==> config.mk <==
export PLATFORM = sky130hd
export DESIGN_NAME = nibble_serial_add_seq
export DESIGN_NICKNAME = d
export VERILOG_FILES = /design/src/rtl/nibble_serial_add_seq_pkg.sv /design/src/rtl/nibble_serial_add_seq_adder.sv /design/src/rtl/nibble_serial_add_seq.sv
export SDC_FILE = /design/constraint.sdc
export NUM_CORES = 1
export LEC_CHECK = 0
export BUFFER_PORTS_ARGS = -buffer_cell sky130_fd_sc_hd__buf_2
export CORE_ASPECT_RATIO = 1.25
export CORE_UTILIZATION = 49
export CTS_CLUSTER_SIZE = 30
export DETAILED_ROUTE_END_ITERATION = 10
export PLACE_DENSITY = 0.76
export SYNTH_ARGS = -nofsm -noshare
export SYNTH_HDL_FRONTEND = slang
export SYNTH_HIERARCHICAL = 1
export SYNTH_SLANG_ARGS = --single-unit
==> constraint.sdc <==
create_clock -name clk -period 3.5 [get_ports clk]
set_input_delay 0.7 -clock clk [delete_from_list [all_inputs] [get_ports clk]]
set_output_delay 0.7 -clock clk [all_outputs]
set_load 0.01 [all_outputs]
==> src/rtl/nibble_serial_add_seq_pkg.sv <==
`default_nettype none
// ============================================================================
// Module      : nibble_serial_add_seq_pkg
// Description : Shared constants, state encoding and helpers for the
//               nibble-serial multi-word adder sequencer.
// Revision    : 1.0 - initial release
// ============================================================================
package nibble_serial_add_seq_pkg;

  // Width of one slice handled by the ripple adder per cycle
  localparam int NIBBLE_W = 4;

  // Sequencer states
  typedef enum logic [1:0] {
    ST_IDLE = 2'd0,
    ST_ADD  = 2'd1,
    ST_DONE = 2'd2
  } state_t;

  // Width of the nibble index; never narrower than one bit so NIBBLES=1 works
  function automatic int idx_width(input int nibbles);
    return (nibbles > 1) ? $clog2(nibbles) : 1;
  endfunction

endpackage
`default_nettype wire

==> src/rtl/nibble_serial_add_seq_adder.sv <==
`default_nettype none
// ============================================================================
// Module      : ripple_adder_4bit_dataflow
// Description : 4-bit ripple-carry adder built from a chain of full-adder
//               equations. Purely combinational.
// Revision    : 1.0 - initial release
// ============================================================================
module ripple_adder_4bit_dataflow
  import nibble_serial_add_seq_pkg::*;
(
  input  logic [NIBBLE_W-1:0] a,
  input  logic [NIBBLE_W-1:0] b,
  input  logic                carry_in,
  output logic [NIBBLE_W-1:0] sum,
  output logic                carry_out
);

  // c[i] is the carry into bit i; c[NIBBLE_W] leaves the slice
  logic [NIBBLE_W:0] c;

  assign c[0] = carry_in;

  for (genvar i = 0; i < NIBBLE_W; i++) begin : g_bit
    assign sum[i]   = a[i] ^ b[i] ^ c[i];
    assign c[i + 1] = (a[i] & b[i]) | (c[i] & (a[i] ^ b[i]));
  end

  assign carry_out = c[NIBBLE_W];

endmodule
`default_nettype wire

==> src/rtl/nibble_serial_add_seq.sv <==
`default_nettype none
// ============================================================================
// Module      : nibble_serial_add_seq
// Description : Accepts two NIBBLES*4-bit operands and a carry-in, adds them
//               one nibble per cycle (LS nibble first) through a single 4-bit
//               ripple adder with a registered carry chain, and returns the
//               full sum and final carry-out over a valid/ready handshake.
// Revision    : 1.0 - initial release
// ============================================================================
module nibble_serial_add_seq
  import nibble_serial_add_seq_pkg::*;
#(
  parameter int NIBBLES = 4
) (
  input  logic                          clk,
  input  logic                          rst,
  input  logic                          start_valid,
  output logic                          start_ready,
  input  logic [NIBBLE_W*NIBBLES-1:0]   a_in,
  input  logic [NIBBLE_W*NIBBLES-1:0]   b_in,
  input  logic                          cin_in,
  output logic [NIBBLE_W*NIBBLES-1:0]   result,
  output logic                          cout,
  output logic                          done_valid,
  input  logic                          done_ready,
  output logic                          busy
);

  localparam int W     = NIBBLE_W * NIBBLES;
  localparam int IDX_W = idx_width(NIBBLES);

  state_t              state;
  logic [IDX_W-1:0]    idx;
  logic                carry_r;
  logic [W-1:0]        a_r;
  logic [W-1:0]        b_r;

  logic [NIBBLE_W-1:0] a_nib;
  logic [NIBBLE_W-1:0] b_nib;
  logic [NIBBLE_W-1:0] sum_nib;
  logic                carry_nib;

  // Ready is a direct decode of the state flop, so it is high during reset
  assign start_ready = (state == ST_IDLE);

  // Select the operand nibbles addressed by idx
  always_comb begin
    a_nib = '0;
    b_nib = '0;
    for (int n = 0; n < NIBBLES; n++) begin
      if (idx == IDX_W'(n)) begin
        a_nib = a_r[n*NIBBLE_W +: NIBBLE_W];
        b_nib = b_r[n*NIBBLE_W +: NIBBLE_W];
      end
    end
  end

  ripple_adder_4bit_dataflow u_slice_adder (
    .a         (a_nib),
    .b         (b_nib),
    .carry_in  (carry_r),
    .sum       (sum_nib),
    .carry_out (carry_nib)
  );

  // Sequencer FSM with operand, carry, index and result registers
  always_ff @(posedge clk or posedge rst) begin
    if (rst) begin
      state      <= ST_IDLE;
      idx        <= '0;
      carry_r    <= 1'b0;
      a_r        <= '0;
      b_r        <= '0;
      result     <= '0;
      cout       <= 1'b0;
      done_valid <= 1'b0;
      busy       <= 1'b0;
    end else begin
      case (state)
        ST_IDLE: begin
          if (start_valid) begin
            a_r     <= a_in;
            b_r     <= b_in;
            carry_r <= cin_in;
            result  <= '0;
            idx     <= '0;
            busy    <= 1'b1;
            state   <= ST_ADD;
          end
        end

        ST_ADD: begin
          for (int n = 0; n < NIBBLES; n++) begin
            if (idx == IDX_W'(n)) begin
              result[n*NIBBLE_W +: NIBBLE_W] <= sum_nib;
            end
          end
          carry_r <= carry_nib;
          if (idx == IDX_W'(NIBBLES - 1)) begin
            cout       <= carry_nib;
            idx        <= '0;
            done_valid <= 1'b1;
            state      <= ST_DONE;
          end else begin
            idx <= idx + IDX_W'(1);
          end
        end

        ST_DONE: begin
          // Result and cout stay frozen until the consumer takes them
          if (done_ready) begin
            done_valid <= 1'b0;
            busy       <= 1'b0;
            state      <= ST_IDLE;
          end
        end

        default: begin
          done_valid <= 1'b0;
          busy       <= 1'b0;
          state      <= ST_IDLE;
        end
      endcase
    end
  end

endmodule
`default_nettype wire

# Word level (Yosys, flattened, before mapping)
# Index checks and enable logic that the tools add are counted.
[op_classes]
n_eq_ne = 11
n_bitwise = 22
addsub = 1
mux = 28
n_reduce_logical = 13
[op_table]
columns = ["operator", "n"]
rows = [
  ["2-to-1 mux 4 bit", 12],
  ["one-hot mux 16 bit (2 select lines)", 1],
  ["AND reduction 3 bit", 7],
  ["2-to-1 mux 16 bit", 1],
  ["inequality test 2 bit, second input constant", 6],
  ["2-to-1 mux 2 bit", 5],
  ["bitwise AND 1 bit", 8],
  ["bitwise XOR 1 bit", 8],
  ["equality test 2 bit, second input constant", 3],
  ["one-hot mux 1 bit (3 select lines)", 2],
  ["one-hot mux 2 bit (3 select lines)", 1],
  ["AND reduction 2 bit", 3],
  ["equality test 2 x 1 -> 1 bit, second input constant", 2],
  ["zero test 2 bit", 2],
  ["2-to-1 mux 1 bit", 4],
  ["bitwise OR 1 bit", 4],
  ["one-hot mux 2 bit (2 select lines)", 1],
  ["adder 2 x 1 -> 2 bit, second input constant", 1],
  ["NOT 1 bit", 2],
  ["one-hot mux 1 bit (2 select lines)", 1],
  ["nonzero test 2 bit", 1],
]
[totals]
ff_bits = 56

# Depth between registers and ports, before layout
[depth]
depth_word = 15
depth_mapped = 17

# By module
# The synthesis kept the hierarchy.
[modules_own_cells]
columns = ["mod", "cells_each", "area_per_inst_um2", "seq_area_each_um2", "instances"]
rows = [
  ["nibble_serial_add_seq", 233, 2751.4, 1401.3, 1],
  ["ripple_adder_4bit_dataflow", 14, 117.6, 0.0, 1],
]

# Worst setup path after synthesis
# Ideal clock, no wire load.
[synth_path]
path_type = "reg-to-reg"
start = "register idx[0]"
end = "register result[15]"
path_stages_with_launch = 18
arrival_time_ns = 3.259
t_required_ns = 3.384
n_path_buf = 2
path_slack_ns = 0.126
path_cell_list = "dfrtp_1 > inv_1 > ha_1 > buf_2 > or2_1 > buf_2 > a221oi_1 > a221oi_1 > fa_1 > inv_1 > fa_1 > inv_1 > fa_1 > inv_1 > fa_1 > inv_1 > inv_1 > o311ai_0"
[synth_via]
elab_chain_len = 15
[synth_lines]
columns = ["item", "line_no", "rtl"]
rows = [
  ["from (decl)", "nibble_serial_add_seq.sv:33", "logic [IDX_W-1:0] idx;"],
  ["from (signal assigned)", "nibble_serial_add_seq.sv:105", "idx <= idx + IDX_W'(1);"],
  ["zero test 2 bit", "nibble_serial_add_seq.sv:51", "if (idx == IDX_W'(n)) begin"],
  ["2-to-1 mux 4 bit (3 in series)", "nibble_serial_add_seq.sv:51", ""],
  ["2-to-1 mux 4 bit *", "nibble_serial_add_seq.sv:51", ""],
  ["named net a_nib[0]", "nibble_serial_add_seq.sv:38", "logic [NIBBLE_W-1:0] a_nib;"],
  ["bitwise XOR 1 bit", "nibble_serial_add_seq_adder.sv:25", "assign c[i + 1] = (a[i] & b[i]) | (c[i] & (a[i] ^ b[i]));"],
  ["bitwise AND 1 bit", "nibble_serial_add_seq_adder.sv:25", ""],
  ["bitwise OR 1 bit *", "nibble_serial_add_seq_adder.sv:25", ""],
  ["bitwise AND 1 bit *", "nibble_serial_add_seq_adder.sv:25", ""],
  ["bitwise OR 1 bit *", "nibble_serial_add_seq_adder.sv:25", ""],
  ["bitwise AND 1 bit *", "nibble_serial_add_seq_adder.sv:25", ""],
  ["bitwise OR 1 bit *", "nibble_serial_add_seq_adder.sv:25", ""],
  ["bitwise XOR 1 bit *", "nibble_serial_add_seq_adder.sv:24", "assign sum[i] = a[i] ^ b[i] ^ c[i];"],
  ["named net sum_nib[3]", "nibble_serial_add_seq.sv:40", "logic [NIBBLE_W-1:0] sum_nib;"],
  ["2-to-1 mux 4 bit *", "nibble_serial_add_seq.sv:94", "if (idx == IDX_W'(n)) begin"],
  ["one-hot mux 16 bit (2 select lines) *", "nibble_serial_add_seq.sv:79", "case (state)"],
  ["to (signal, indexed assignment)", "nibble_serial_add_seq.sv:95", "result[n*NIBBLE_W +: NIBBLE_W] <= sum_nib;"],
  ["to (decl)", "nibble_serial_add_seq.sv:22", "output logic [NIBBLE_W*NIBBLES-1:0] result,"],
]
# Mark *: on every way through the listed nets, which the timed path passes. The rest lies on a longest branch. The select of a mux whose other input is x is not followed.
# A chain may end at the register's enable or synchronous reset.

# Worst setup path in the final report
[layout_path]
start = "register idx[0]"
end = "register result[3]"
# Same word-level chain as after synthesis.

==> results.txt <==
Status: complete, no violations
I/O Buffers: 56
GR Util All Layers: 20.05%
R2r startpoint: idx[0]
Via density: 5.539
Setup TNS: 0 ns
Mean post-synth cell area: 11.62 sq um
PD cells: 1064 nW/um^2
Die height: 87.55 um
Slew HR: 52.32%
RR Endpoint: result[3]
Largest net degree at the start of global routing: 35
Max-cap viol count: 0
Layout area overhead: 15.66%
Post-synth top flop: dfrtp_1
Initial core utilization: 52.00%
Final hold violation count: 0
Placer Congestion: 0.8408
Final WS setup: 0.2083 ns
Full die area: 6167 sq um
Min-delay worst type: input pin to asynchronous set/reset pin
Final WL: 5.722 mm
Via count: 2055
Multi-input logic area: 1287 sq um
Dpl ws: 0.1530 ns
Hold buffers post-CTS: 0
Global Route met2 Usage: 32.47%
Setup CP Type: flop to flop
Number of enable flip-flop cells after synthesis: 0
GR Util met1: 26.49%
Period utilization: 94.05%
CP max FO: 9
Fin. max-slew vios: 0
Largest family of logic cells by synthesized area: multiplexers
1st-iter DRT viols: 122
Initial antenna violation count: 0
Layout cells sized above 1: 37.13%
Pin slew with the least headroom to its limit: 0.7152 ns
Cell count after synthesis: 247
TritonCTS buffer count: 5
Worst path required time: 3.73 ns
CTS tree: yes
Fmax: 303.8 MHz
Clock Latency Late Sink: 0.31 ns
Sequential Area: 1401 sq um
Adder-cell share of the synthesized area: 4.536%
Peak supply drop: 501.4 uV
XOR/XNOR Fraction of Synth Area: 0%
Synth Warn #: 6
Synth Area in Simple Gates: 10.68%
RSZ-0062 raised after global routing: no
Root Driver: clkbuf_8
Fin crit period: 3.292 ns
Drt pass-1 iters: 4
Drt drc: 0
Multiplexer area fraction after synthesis: 16.48%
CTS clk-pin slew, worst paths: 0.10 ns
Setup violations, final: 0
Row cnt: 30
Dpl hpwl: 4.239 mm
Most Used Layer, Global Route: met2
Max clock buf depth: 2
I/O pin total: 57
CTS H-tree lvls: 2
FF-to-FF setup slack: 0.21 ns
Post-Synthesis Cell Area: 2869 sq um
Routed WL per cell: 15.42 um
Routed Antenna Nets: 0
Gr ovfl total: 0
CP Capture Type: flop
Seq cells post-synth: 56
Commonest non-fill, non-tap cells in the layout: dfrtp_1 (56), buf_2 (56), nand2_1 (43), mux2_4 (30), inv_1 (25)
Synth unique cells: 30
# diodes: 0
First-pass GRT wire length: 9.618 mm
Critical Path AT: 3.52 ns
R2R cell count: 15
Layout Skew: 0.005890 ns
CTS Sinks: 56
Vias in the first global route: 1992
Total power: 0.003532 W
Filler Cells Inserted: 451
Post-synth ARST share: 100.0%
Final-stage net count: 351
LEAKAGE: 1.622 nW
Register area share after synthesis: 48.84%
Compound-cell area share of the yosys netlist: 12.39%
Core Util, Final: 60.14%
Core box area: 5518 sq um
Met3 global-route usage: 4.603%
Startpoint Class: flop
Synthesized Nets: 292
Die width: 70.44 um
[critical path, stage by stage, from the launching register on]
cell and delay, ns:
dfrtp_1 0.43, buf_4 0.15, ha_2 0.24, nor2b_2 0.21, a221oi_2 0.08, a221oi_1 0.34, fa_1 0.24, inv_1 0.05
fa_1 0.37, inv_1 0.08, fa_1 0.16, inv_1 0.05, fa_1 0.43, inv_1 0.08, nand2_1 0.08, o211ai_1 0.22
[metrics by stage]
stage | hold WS (ns) | cells | area [sq um]
after floorplan | 0.4817 | 247 | 2869
final | 0.3911 | 371 | 3318
after global routing | 0.4121 | 371 | 3318
after global placement | 0.4948 | 362 | 3177
after CTS | 0.3995 | 370 | 3288
after detailed placement | 0.4942 | 362 | 3177
[logic make-up after synthesis]
logic type | after synthesis
buffers and inverters | 38
multiplexers | 32
flip-flops | 56
AO/OA/AOI/OAI | 47
AND/OR/NAND/NOR | 66
adder cells (fa/ha/maj) | 8
[routing by layer]
metal | routed length (um) | vias up
met4 | 118 | 0
met1 | 2557 | 1011
met3 | 240 | 12
met5 | 0 | -
li1 | - | 967
met2 | 2805 | 65
[synth_stat cells, drive strengths merged, types with 4 or more instances]
master | number | area share, %
dfrtp | 56 | 49
nand2 | 43 | 5.6
mux2 | 32 | 16
inv | 26 | 3.4
o211ai | 12 | 3.1
a221oi | 11 | 3.4
buf | 10 | 3.4
nor2 | 9 | 1.7
a21oi | 7 | 1.2
nor2b | 6 | 1.3
o22ai | 6 | 1.3
fa | 4 | 2.8
ha | 4 | 1.7
o311ai | 4 | 1.2
[area by class of cell]
type / count / area share [%]
Timing Repair Buffer: 64 / 10.26
Inverter: 26 / 2.941
Multi-Input combinational cell: 153 / 38.80
Clock inverter: 3 / 1.282
Tap cell: 64 / 2.413
Clock buffer: 5 / 2.074
Sequential cell: 56 / 42.23
[state kept, by name, indices dropped and copies added (netlist names)]
signal      count
a_r            16
b_r            16
result         16
idx             2
state           2
busy            1
carry_r         1
cout            1
done_valid      1
[power by group]
part / switching (W) / leakage, nW / internal (W) / total [W]
combinational: 0.000989 / 0.885 / 0.000916 / 0.00191
clock: 0.000207 / 0.0541 / 0.000212 / 0.000419
sequential: 0.000259 / 0.683 / 0.000948 / 0.00121
total: 0.00146 / 1.62 / 0.00208 / 0.00353
[how the worst max path moves through the flow]
stage                      start          to  slack, ns  cells past startpoint
after floorplan           idx[0]  result[15]       0.13                     17
after global placement    idx[0]  result[15]       0.28                     15
after detailed placement  idx[0]  result[15]       0.15                     15
after CTS                 idx[0]  result[15]       0.13                     15
after global routing      idx[0]  result[11]       0.01                     15
final                     idx[0]   result[3]       0.21                     15
[what timing repair did]
action	CTS	global route
endpoints found under the hold margin	0	0
endpoints found under the setup margin	0	4
resized for setup	0	7
setup buffers	0	1
(Power assumes the default switching activity.)
